File: src/rtl/seg_disp_mux.sv
// Multiplexed seven-segment scanner. Digit data is double-buffered and taken up
// at frame boundaries. Supports digit enables, DP mask, leading-zero blanking and blink.
module seg_disp_mux #(
  parameter int DIGITS         = 8,
  parameter int REFRESH_DIV    = 100000,
  parameter int BLINK_FRAMES   = 64,
  parameter int AN_ACTIVE_LOW  = 1,
  parameter int SEG_ACTIVE_LOW = 1
) (
  input  logic                  clk,
  input  logic                  reset,
  input  logic [4*DIGITS-1:0]   data,
  input  logic                  load,
  input  logic [DIGITS-1:0]     dp_mask,
  input  logic [DIGITS-1:0]     digit_en,
  input  logic                  blank_lz,
  input  logic                  blink,
  output logic [6:0]            SEG,
  output logic [DIGITS-1:0]     AN,
  output logic                  DP,
  output logic                  frame_tick
);

  localparam int CNT_W = $clog2(REFRESH_DIV);
  localparam int IDX_W = (DIGITS > 1) ? $clog2(DIGITS) : 1;
  localparam int BLK_W = $clog2(BLINK_FRAMES + 1);

  localparam logic [6:0]        SEG_OFF = (SEG_ACTIVE_LOW != 0) ? 7'h7F : 7'h00;
  localparam logic              DP_OFF  = (SEG_ACTIVE_LOW != 0);
  localparam logic [DIGITS-1:0] AN_OFF  = (AN_ACTIVE_LOW != 0) ? {DIGITS{1'b1}} : {DIGITS{1'b0}};

  // Active-high gfedcba patterns for hex digits 0-F.
  function automatic logic [6:0] hex_to_seg(input logic [3:0] nib);
    logic [6:0] pat;
    unique case (nib)
      4'h0: pat = 7'h3F;
      4'h1: pat = 7'h06;
      4'h2: pat = 7'h5B;
      4'h3: pat = 7'h4F;
      4'h4: pat = 7'h66;
      4'h5: pat = 7'h6D;
      4'h6: pat = 7'h7D;
      4'h7: pat = 7'h07;
      4'h8: pat = 7'h7F;
      4'h9: pat = 7'h6F;
      4'hA: pat = 7'h77;
      4'hB: pat = 7'h7C;
      4'hC: pat = 7'h39;
      4'hD: pat = 7'h5E;
      4'hE: pat = 7'h79;
      default: pat = 7'h71;
    endcase
    return pat;
  endfunction

  logic [CNT_W-1:0]    cnt_q, cnt_d;
  logic [IDX_W-1:0]    idx_q, idx_d;
  logic [BLK_W-1:0]    blink_cnt_q, blink_cnt_d;
  logic                blink_off_q, blink_off_d;
  logic [4*DIGITS-1:0] shadow_data_q, shadow_data_d;
  logic [DIGITS-1:0]   shadow_dp_q, shadow_dp_d;
  logic                pending_q, pending_d;
  logic [4*DIGITS-1:0] active_data_q, active_data_d;
  logic [DIGITS-1:0]   active_dp_q, active_dp_d;
  logic [6:0]          seg_q, seg_d;
  logic [DIGITS-1:0]   an_q, an_d;
  logic                dp_q, dp_d;
  logic                frame_tick_q, frame_tick_d;

  logic                last_slot, wrap;
  logic [DIGITS-1:0]   lz_blank, sel;
  logic                zeros_above, cur_dp, cur_en, cur_blank;
  logic [3:0]          cur_nib;
  logic [6:0]          cur_pat;

  // Scan timing, blink phase and the shadow/active buffer handoff.
  always_comb begin
    last_slot     = (cnt_q == CNT_W'(REFRESH_DIV - 1));
    wrap          = last_slot && (idx_q == IDX_W'(DIGITS - 1));
    cnt_d         = last_slot ? '0 : cnt_q + CNT_W'(1);
    idx_d         = idx_q;
    frame_tick_d  = wrap;
    blink_cnt_d   = blink_cnt_q;
    blink_off_d   = blink_off_q;
    shadow_data_d = shadow_data_q;
    shadow_dp_d   = shadow_dp_q;
    pending_d     = pending_q;
    active_data_d = active_data_q;
    active_dp_d   = active_dp_q;

    if (last_slot) begin
      idx_d = wrap ? '0 : idx_q + IDX_W'(1);
    end

    if (!blink) begin
      blink_cnt_d = '0;
      blink_off_d = 1'b0;
    end else if (wrap) begin
      if (blink_cnt_q == BLK_W'(BLINK_FRAMES - 1)) begin
        blink_cnt_d = '0;
        blink_off_d = ~blink_off_q;
      end else begin
        blink_cnt_d = blink_cnt_q + BLK_W'(1);
      end
    end

    if (load) begin
      shadow_data_d = data;
      shadow_dp_d   = dp_mask;
      pending_d     = 1'b1;
    end
    // A load coinciding with the wrap goes straight through to the display.
    if (wrap) begin
      if (load) begin
        active_data_d = data;
        active_dp_d   = dp_mask;
        pending_d     = 1'b0;
      end else if (pending_q) begin
        active_data_d = shadow_data_q;
        active_dp_d   = shadow_dp_q;
        pending_d     = 1'b0;
      end
    end
  end

  // Digit selection and decode; anode and segments register together to avoid ghosting.
  always_comb begin
    lz_blank    = '0;
    zeros_above = 1'b1;
    for (int i = DIGITS - 1; i >= 1; i--) begin
      zeros_above = zeros_above && (active_data_q[4*i +: 4] == 4'h0);
      lz_blank[i] = blank_lz && zeros_above;
    end

    sel       = '0;
    cur_nib   = 4'h0;
    cur_dp    = 1'b0;
    cur_en    = 1'b0;
    cur_blank = 1'b0;
    for (int i = 0; i < DIGITS; i++) begin
      if (idx_q == IDX_W'(i)) begin
        sel[i]    = 1'b1;
        cur_nib   = active_data_q[4*i +: 4];
        cur_dp    = active_dp_q[i];
        cur_en    = digit_en[i];
        cur_blank = lz_blank[i];
      end
    end

    cur_pat = hex_to_seg(cur_nib);
    seg_d   = cur_blank ? SEG_OFF : ((SEG_ACTIVE_LOW != 0) ? ~cur_pat : cur_pat);
    dp_d    = cur_dp ? ~DP_OFF : DP_OFF;
    an_d    = AN_OFF;
    if (cur_en && !(blink && blink_off_q)) begin
      an_d = AN_OFF ^ sel;
    end
  end

  always_ff @(posedge clk or posedge reset) begin
    if (reset) begin
      cnt_q         <= '0;
      idx_q         <= '0;
      blink_cnt_q   <= '0;
      blink_off_q   <= 1'b0;
      shadow_data_q <= '0;
      shadow_dp_q   <= '0;
      pending_q     <= 1'b0;
      active_data_q <= '0;
      active_dp_q   <= '0;
      seg_q         <= SEG_OFF;
      an_q          <= AN_OFF;
      dp_q          <= DP_OFF;
      frame_tick_q  <= 1'b0;
    end else begin
      cnt_q         <= cnt_d;
      idx_q         <= idx_d;
      blink_cnt_q   <= blink_cnt_d;
      blink_off_q   <= blink_off_d;
      shadow_data_q <= shadow_data_d;
      shadow_dp_q   <= shadow_dp_d;
      pending_q     <= pending_d;
      active_data_q <= active_data_d;
      active_dp_q   <= active_dp_d;
      seg_q         <= seg_d;
      an_q          <= an_d;
      dp_q          <= dp_d;
      frame_tick_q  <= frame_tick_d;
    end
  end

  assign SEG        = seg_q;
  assign AN         = an_q;
  assign DP         = dp_q;
  assign frame_tick = frame_tick_q;

endmodule
File: config.mk
export PLATFORM = sky130hd
export DESIGN_NAME = seg_disp_mux
export DESIGN_NICKNAME = d
export VERILOG_FILES = /design/src/rtl/seg_disp_mux.sv
export SDC_FILE = /design/constraint.sdc
export NUM_CORES = 1
export LEC_CHECK = 0
export ABC_CLOCK_PERIOD_IN_PS = 5540
export CAP_MARGIN = 25
export CORE_MARGIN = 1
export CORE_UTILIZATION = 56
export DETAILED_ROUTE_END_ITERATION = 8
export GPL_TIMING_DRIVEN = 0
export PLACE_DENSITY = 0.91
export SLEW_MARGIN = 20
export SYNTH_ARGS = -nofsm -noshare
export SYNTH_HDL_FRONTEND = slang
export SYNTH_SLANG_ARGS = --single-unit
File: constraint.sdc
create_clock -name clk -period 5.54 [get_ports clk]
set_clock_uncertainty 0.15 [all_clocks]
set_input_delay 1.662 -clock clk [delete_from_list [all_inputs] [get_ports clk]]
set_output_delay 1.662 -clock clk [all_outputs]
set_load 0.005 [all_outputs]
==> reports/metrics.cfg, run 1 <==
[worst_setup_path]
critPathRequiredTime_ns = 5.83
path_max_fanout = 10
max_stage_delay_ns = 0.51
critPathCaptureType = register
crit_type = register to register
cp.arrival_ns = 3.92
worstPathCellList = buf_2 > inv_1 > buf_4 > ha_1 > buf_2 > nand3b_1 > a21oi_1 > a31oi_1 > o221ai_1 > inv_1 > ha_1 > nor2_1 > a211oi_1 > o21ai_1
slowest_stage = o221ai_1
worst_r2r_path_depth = 14
start_kind = register

[route]
drt-initial-drc-count = 288
drcViolationCount = 0
wire_per_inst_um = 19.4
antenna_left = 0
vias = 4349
viasPerCell = 5.93
wl_mm = 14.2
firstDrtPassIters = 5

[yosys]
syn_nets = 565
synth_edf_count = 0
seq_area_frac_synth = 0.526
synth_area_per_cell_um2 = 12.1
synthArstFlopShare = 1.00
synth_cell_type_count = 62
synthesis.area_um2 = 6030
ys_seq_elements = 126
ys_warn_count = 0
synth_cells = 498
ys.flop_type = dfrtp_1

[grt]
busiest_layer = met2
grt_pass1_wl_mm = 23.4
globalRouteOverflowTotal = 0
antenna_found_initial = 0
grt_pass1_vias = 4603
grt_use_total = 0.275
grt_util_met2 = 0.476
use_met3 = 0.0884
grt_use_met1 = 0.314
grt_max_degree = 68

[job]
drv_cap = 0

[power_and_ir_drop]
ir_drop_v = 0.000159
leakage_nw = 3.37
powerDensity_nw_per_um2 = 285

[placed_design]
dpl.hpwl_mm = 9.27
dp_worst_setup_slack_ns = 1.91
portBuffers = 68
placed_area_um2 = 6910
gp_congestion = 0.930

[timing]
tns_ns = 0
worstMarginPinSlew_ns = 0.600
max_slew_margin = 0.600
min_period_ns = 3.63
rsz0062_at_grt = no
hold_viol_final = 0
slew_viol_final = 0
setup_viol = 0
fmax_ghz = 0.276
timing.hold.ws_ns = 0.326
setup_slack_ns = 1.91
finalCritPeriodShare = 0.655

[layout]
fin_util = 0.720
antenna_cells = 0
drive_above_1_share = 0.258
final_area_um2 = 7460
final_nets = 653
area_delta_synth_final_pct = 23.7

[min_path]
hp-class = register to register
hold_path_depth = 1

[floorplanning]
die_y_um = 106
pin_count = 70
die_w_um = 106
dieArea_um2 = 11200
core_um2 = 10400
row_count = 37
initial_utilization = 0.582

[cts]
cts_hold_buffers = 0
cts_setup_buffers = 0
numCtsBuffers = 17
post_cts_resized = 0
cts_tree = done
htree_levels = 4
cts_root_buf = clkbuf_8
clkLatencyLatePin_ns = 0.53
cts.path.max_buffers = 2
clkTransAtPathRegs_ns = 0.06
clkSinkCount = 126

[outcome]
status = complete, no violations

==> state kept, by name (all words and copies together), names as in the netlist <==
| signal | count |
|---|---|
| shadow_data_q | 32 |
| blink_off_q | 1 |
| SEG | 7 |
| cnt_q | 17 |
| AN | 8 |
| frame_tick | 1 |
| shadow_dp_q | 8 |
| active_dp_q | 8 |
| idx_q | 3 |
| DP | 1 |
| pending_q | 1 |
| active_data_q | 32 |
| blink_cnt_q | 7 |
==> layout make-up <==
| class | instances | area [um2] |
|---|---|---|
| Multi-Input combinational cell | 329 | 2640 |
| Clock buffer | 24 | 460 |
| Sequential cell | 126 | 3170 |
| Buffer | 25 | 148 |
| Tap cell | 136 | 170 |
| Inverter | 18 | 72.6 |
| Fill cell | 634 | 2910 |
| Clock inverter | 7 | 87.6 |
| Timing Repair Buffer | 69 | 708 |
==> cell usage after synthesis (4+ instances only) <==
| cell type | instances | share of area |
|---|---|---|
| dfrtp_1 | 110 | 0.46 |
| mux2_2 | 40 | 0.075 |
| mux2_4 | 40 | 0.10 |
| nand2_1 | 37 | 0.023 |
| nor2_1 | 28 | 0.017 |
| a21oi_1 | 24 | 0.020 |
| nand3_1 | 19 | 0.016 |
| dfstp_2 | 16 | 0.070 |
| inv_1 | 16 | 0.010 |
| o21ai_0 | 16 | 0.013 |
| ha_1 | 14 | 0.029 |
| xor2_1 | 11 | 0.016 |
| buf_2 | 10 | 0.0083 |
| clkbuf_1 | 9 | 0.0056 |
| nand3b_1 | 7 | 0.0087 |
| xnor2_1 | 6 | 0.0087 |
| a31oi_1 | 5 | 0.0052 |
| buf_6 | 5 | 0.0093 |
| nor4_1 | 5 | 0.0052 |
| o221ai_1 | 5 | 0.0073 |
| or3_1 | 5 | 0.0052 |
| a221oi_1 | 4 | 0.0058 |
| and2_1 | 4 | 0.0041 |
| and3_1 | 4 | 0.0041 |
| nor2b_1 | 4 | 0.0041 |
| o211ai_1 | 4 | 0.0050 |
==> metrics by stage <==
stage	cells	total power [mW]
after detailed placement	703	1.09
after CTS	734	2.13
after floorplan	498	1.03
after global placement	702	1.08
final	734	2.12
after global routing	734	2.18
==> final timing paths <==
| kind | endpoint | start | slack (ns) |
|---|---|---|---|
| max in group asynchronous | DP$_DFF_PP1_ | reset | 3.07 |
| min in group asynchronous | shadow_dp_q[5]$_DFFE_PP0P_ | reset | 1.41 |
| worst max-delay path | SEG[3]$_DFF_PP1_ | idx_q[2]$_DFFE_PP0P_ | 1.91 |
| worst max register to register | SEG[3]$_DFF_PP1_ | idx_q[2]$_DFFE_PP0P_ | 1.91 |
| worst min register to register | cnt_q[4]$_DFF_PP0_ | cnt_q[4]$_DFF_PP0_ | 0.33 |
| worst min-delay path | cnt_q[4]$_DFF_PP0_ | cnt_q[4]$_DFF_PP0_ | 0.33 |
==> critical path, delay by kind of cell (launching register included) <==
family          cells  cell delay [ns]
compound gates      5             1.03
fa+ha+maj           2             0.68
buf+inv             5             1.05
flops               1             0.38
simple gates        2             0.23
==> report_power, final <==
| group | leakage [nW] | switching (mW) | internal [mW] |
|---|---|---|---|
| clock | 0.269 | 0.389 | 0.658 |
| combinational | 1.51 | 0.0526 | 0.0639 |
| sequential | 1.59 | 0.00810 | 0.951 |
| total | 3.37 | 0.450 | 1.67 |
==> placed cells by master, fill, tap and decap left out, types with 5 or more instances in the layout <==
master,instances
mux2_4,40
dfrtp_1,110
nand2_1,37
xor2_1,11
clkbuf_16,16
a31oi_1,5
o221ai_1,5
clkbuf_1,14
buf_6,5
nand3b_1,7
buf_2,10
nor2_1,28
xnor2_1,6
nand3_1,19
mux2_2,40
clkdlybuf4s50_1,68
nor4_1,5
ha_1,14
dfstp_2,16
a21oi_1,24
or3_1,5
inv_1,15
o21ai_0,16
==> logic make-up after synthesis <==
| logic type | count (synthesis) | synth area share |
|---|---|---|
| AO/OA/AOI/OAI | 79 | 0.0857 |
| XOR/XNOR | 17 | 0.0247 |
| adder cells (fa/ha/maj) | 14 | 0.0290 |
| buffers and inverters | 43 | 0.0357 |
| flip-flops | 126 | 0.526 |
| multiplexers | 81 | 0.176 |
| AND/OR/NAND/NOR | 138 | 0.123 |
==> metal layers <==
metal,vias to the layer above,part of all wire
met1,2161,0.38
met3,40,0.067
met5,-,0
met2,202,0.52
li1,1946,-
met4,0,0.026
(Power assumes the default switching activity.)
==> run 2: changes to the inputs <==
--- a/config.mk
+++ b/config.mk
@@ -5,7 +5,7 @@
 export SDC_FILE = /design/constraint.sdc
 export NUM_CORES = 1
 export LEC_CHECK = 0
-export ABC_CLOCK_PERIOD_IN_PS = 5540
+export ABC_CLOCK_PERIOD_IN_PS = 3600
 export CAP_MARGIN = 25
 export CORE_MARGIN = 1
 export CORE_UTILIZATION = 56
==> constraint.sdc (replaced) <==
create_clock -name clk -period 3.6 [get_ports clk]
set_clock_uncertainty 0.15 [all_clocks]
set_input_delay 1.08 -clock clk [delete_from_list [all_inputs] [get_ports clk]]
set_output_delay 1.08 -clock clk [all_outputs]
set_load 0.005 [all_outputs]
==> run 2 against run 1 <==
Largest power group unchanged. Largest cell class unchanged. Critical path depth unchanged. Sequential power grew 54%. Non-clock buffer count grew 4. Core utilization grew 0.81 points. First-iteration DRC count decreased by 6.9%. Final cell count increased by 0.68%. Critical endpoint unchanged. Highest routed layer unchanged.
==> reports/metrics.cfg, run 2 (synthesized netlist as in run 1, its figures left out) <==
[worst_setup_path]
crit_type = register to register
cp.arrival_ns = 3.67  ; -0.25 ns
path_max_fanout = 10  ; unchanged
start_kind = register
max_stage_delay_ns = 0.39  ; -0.12 ns
crit_buf_inv = 5  ; unchanged
crit_family = buffers and inverters
critPathRequiredTime_ns = 3.89  ; -1.94 ns
slowest_stage = o221ai_2
critPathCaptureType = register
worstPathCellList = buf_2 > inv_1 > buf_4 > ha_1 > buf_2 > nand3b_1 > a21oi_1 > a31oi_1 > o221ai_2 > inv_1 > ha_1 > nor2_1 > a211oi_1 > o21ai_1

[timing]
setup_viol = 0  ; unchanged
worstMarginPinSlew_ns = 0.684  ; +0.0842 ns
tns_ns = 0  ; unchanged
finalCritPeriodShare = 0.939  ; +0.284
fmax_ghz = 0.296  ; +7.3%
setup_slack_ns = 0.220  ; -1.69 ns
rsz0062_at_grt = no
max_slew_margin = 0.532  ; -0.0679
hold_viol_final = 0  ; unchanged
slew_viol_final = 0  ; unchanged
timing.hold.ws_ns = 0.327  ; +0.000442 ns
min_period_ns = 3.38  ; -0.247 ns

[outcome]
status = complete, no violations

[floorplanning]
die_w_um = 106  ; unchanged
row_count = 37  ; unchanged
initial_utilization = 0.582  ; unchanged
dieArea_um2 = 11200  ; unchanged
pin_count = 70  ; unchanged
core_um2 = 10400  ; unchanged
die_y_um = 106  ; unchanged

[layout]
final_cell_mix = 110 x dfrtp_1, 68 x clkdlybuf4s50_1, 40 x mux2_2, 40 x mux2_4, 37 x nand2_1
antenna_cells = 0  ; unchanged
area_delta_synth_final_pct = 25.1
fin_cells = 739  ; +0.68%
mostFrequentLayoutCell = dfrtp_1
final_nets = 657  ; +0.61%
fin_util = 0.728  ; +0.00808
drive_above_1_share = 0.267  ; +0.00947
reg_top3 = active_data_q (32), shadow_data_q (32), cnt_q (17)
final_area_um2 = 7550  ; +1.1%

[route]
wl_mm = 13.8  ; -2.9%
drt-initial-drc-count = 268  ; -6.9%
wire_per_inst_um = 18.7  ; -3.5%
drcViolationCount = 0  ; unchanged
viasPerCell = 5.85  ; -1.3%
firstDrtPassIters = 7  ; +2
vias = 4321  ; -0.64%
antenna_left = 0  ; unchanged

[power_and_ir_drop]
ir_drop_v = 0.000265  ; +66%
leakage_nw = 3.40  ; +0.93%
powerDensity_nw_per_um2 = 439  ; +54%
power.total_mw = 3.32  ; +56%

[cts]
cts_tree = done
clkSinkCount = 126  ; unchanged
cts.path.max_buffers = 2  ; unchanged
cts_root_buf = clkbuf_8
numCtsBuffers = 17  ; unchanged
clkTransAtPathRegs_ns = 0.06  ; about the same
htree_levels = 4  ; unchanged
clkLatencyLatePin_ns = 0.52  ; about the same
cts_hold_buffers = 0  ; unchanged

[placed_design]
dp_worst_setup_slack_ns = 0.192  ; -1.72 ns
dpl.hpwl_mm = 9.47  ; +2.2%
place_inst = 705  ; +0.28%
placed_area_um2 = 6950  ; +0.45%
gp_congestion = 0.880  ; -5.4%
portBuffers = 68  ; unchanged

[grt]
grt_use_total = 0.267  ; -0.00796
grt_pass1_vias = 4456  ; -3.2%
antenna_found_initial = 0  ; unchanged
globalRouteOverflowTotal = 0  ; unchanged
grt_util_met2 = 0.455  ; -0.0205
grt_pass1_wl_mm = 22.8  ; -2.6%
busiest_layer = met2
use_met3 = 0.0649  ; -0.0235
grt_use_met1 = 0.324  ; +0.00956
grt_max_degree = 40  ; -41%

[job]
drv_cap = 0  ; unchanged

[min_path]
hp-class = register to register

-- run 2: final timing paths --
path / start / endpoint / slack [ns] / cells after the start
min reg2reg: active_dp_q[7]$_DFFE_PP0P_ / DP$_DFF_PP1_ / 0.33 / 1
max: idx_q[2]$_DFFE_PP0P_ / SEG[3]$_DFF_PP1_ / 0.22 / 14
min in group asynchronous: reset / active_data_q[1]$_DFFE_PP0P_ / 0.85 / 2
max reg2reg: idx_q[2]$_DFFE_PP0P_ / SEG[3]$_DFF_PP1_ / 0.22 / 14
min: active_dp_q[7]$_DFFE_PP0P_ / DP$_DFF_PP1_ / 0.33 / 1
max in group asynchronous: reset / DP$_DFF_PP1_ / 1.59 / 4
-- run 2: repair_timing --
item,in CTS,in global routing
buffers inserted,0,2
resized for setup,0,2
setup endpoints to repair,0,4
-- run 2: per-layer routing --
metal | wire (um) | share of wire
met4 | 349 | 0.025
met1 | 5540 | 0.40
met5 | 0 | 0
met3 | 832 | 0.060
met2 | 7100 | 0.51
-- run 2: cell type report --
| cell class | count | area, um2 |
|---|---|---|
| flip-flops and latches | 126 | 3170 |
| fillers | 647 | 2820 |
| multi-input cells | 329 | 2660 |
| repair buffers | 73 | 756 |
| clock buffers | 26 | 488 |
| well taps | 136 | 170 |
| plain buffers | 25 | 148 |
| clock inverters | 6 | 85.1 |
| inverters | 18 | 71.3 |
-- run 2: power breakdown --
| part | total, mW | switching (mW) | internal (mW) |
|---|---|---|---|
| clock network | 1.66 | 0.600 | 1.06 |
| logic | 0.182 | 0.0805 | 0.102 |
| registers | 1.48 | 0.0122 | 1.46 |
| total | 3.32 | 0.693 | 2.62 |
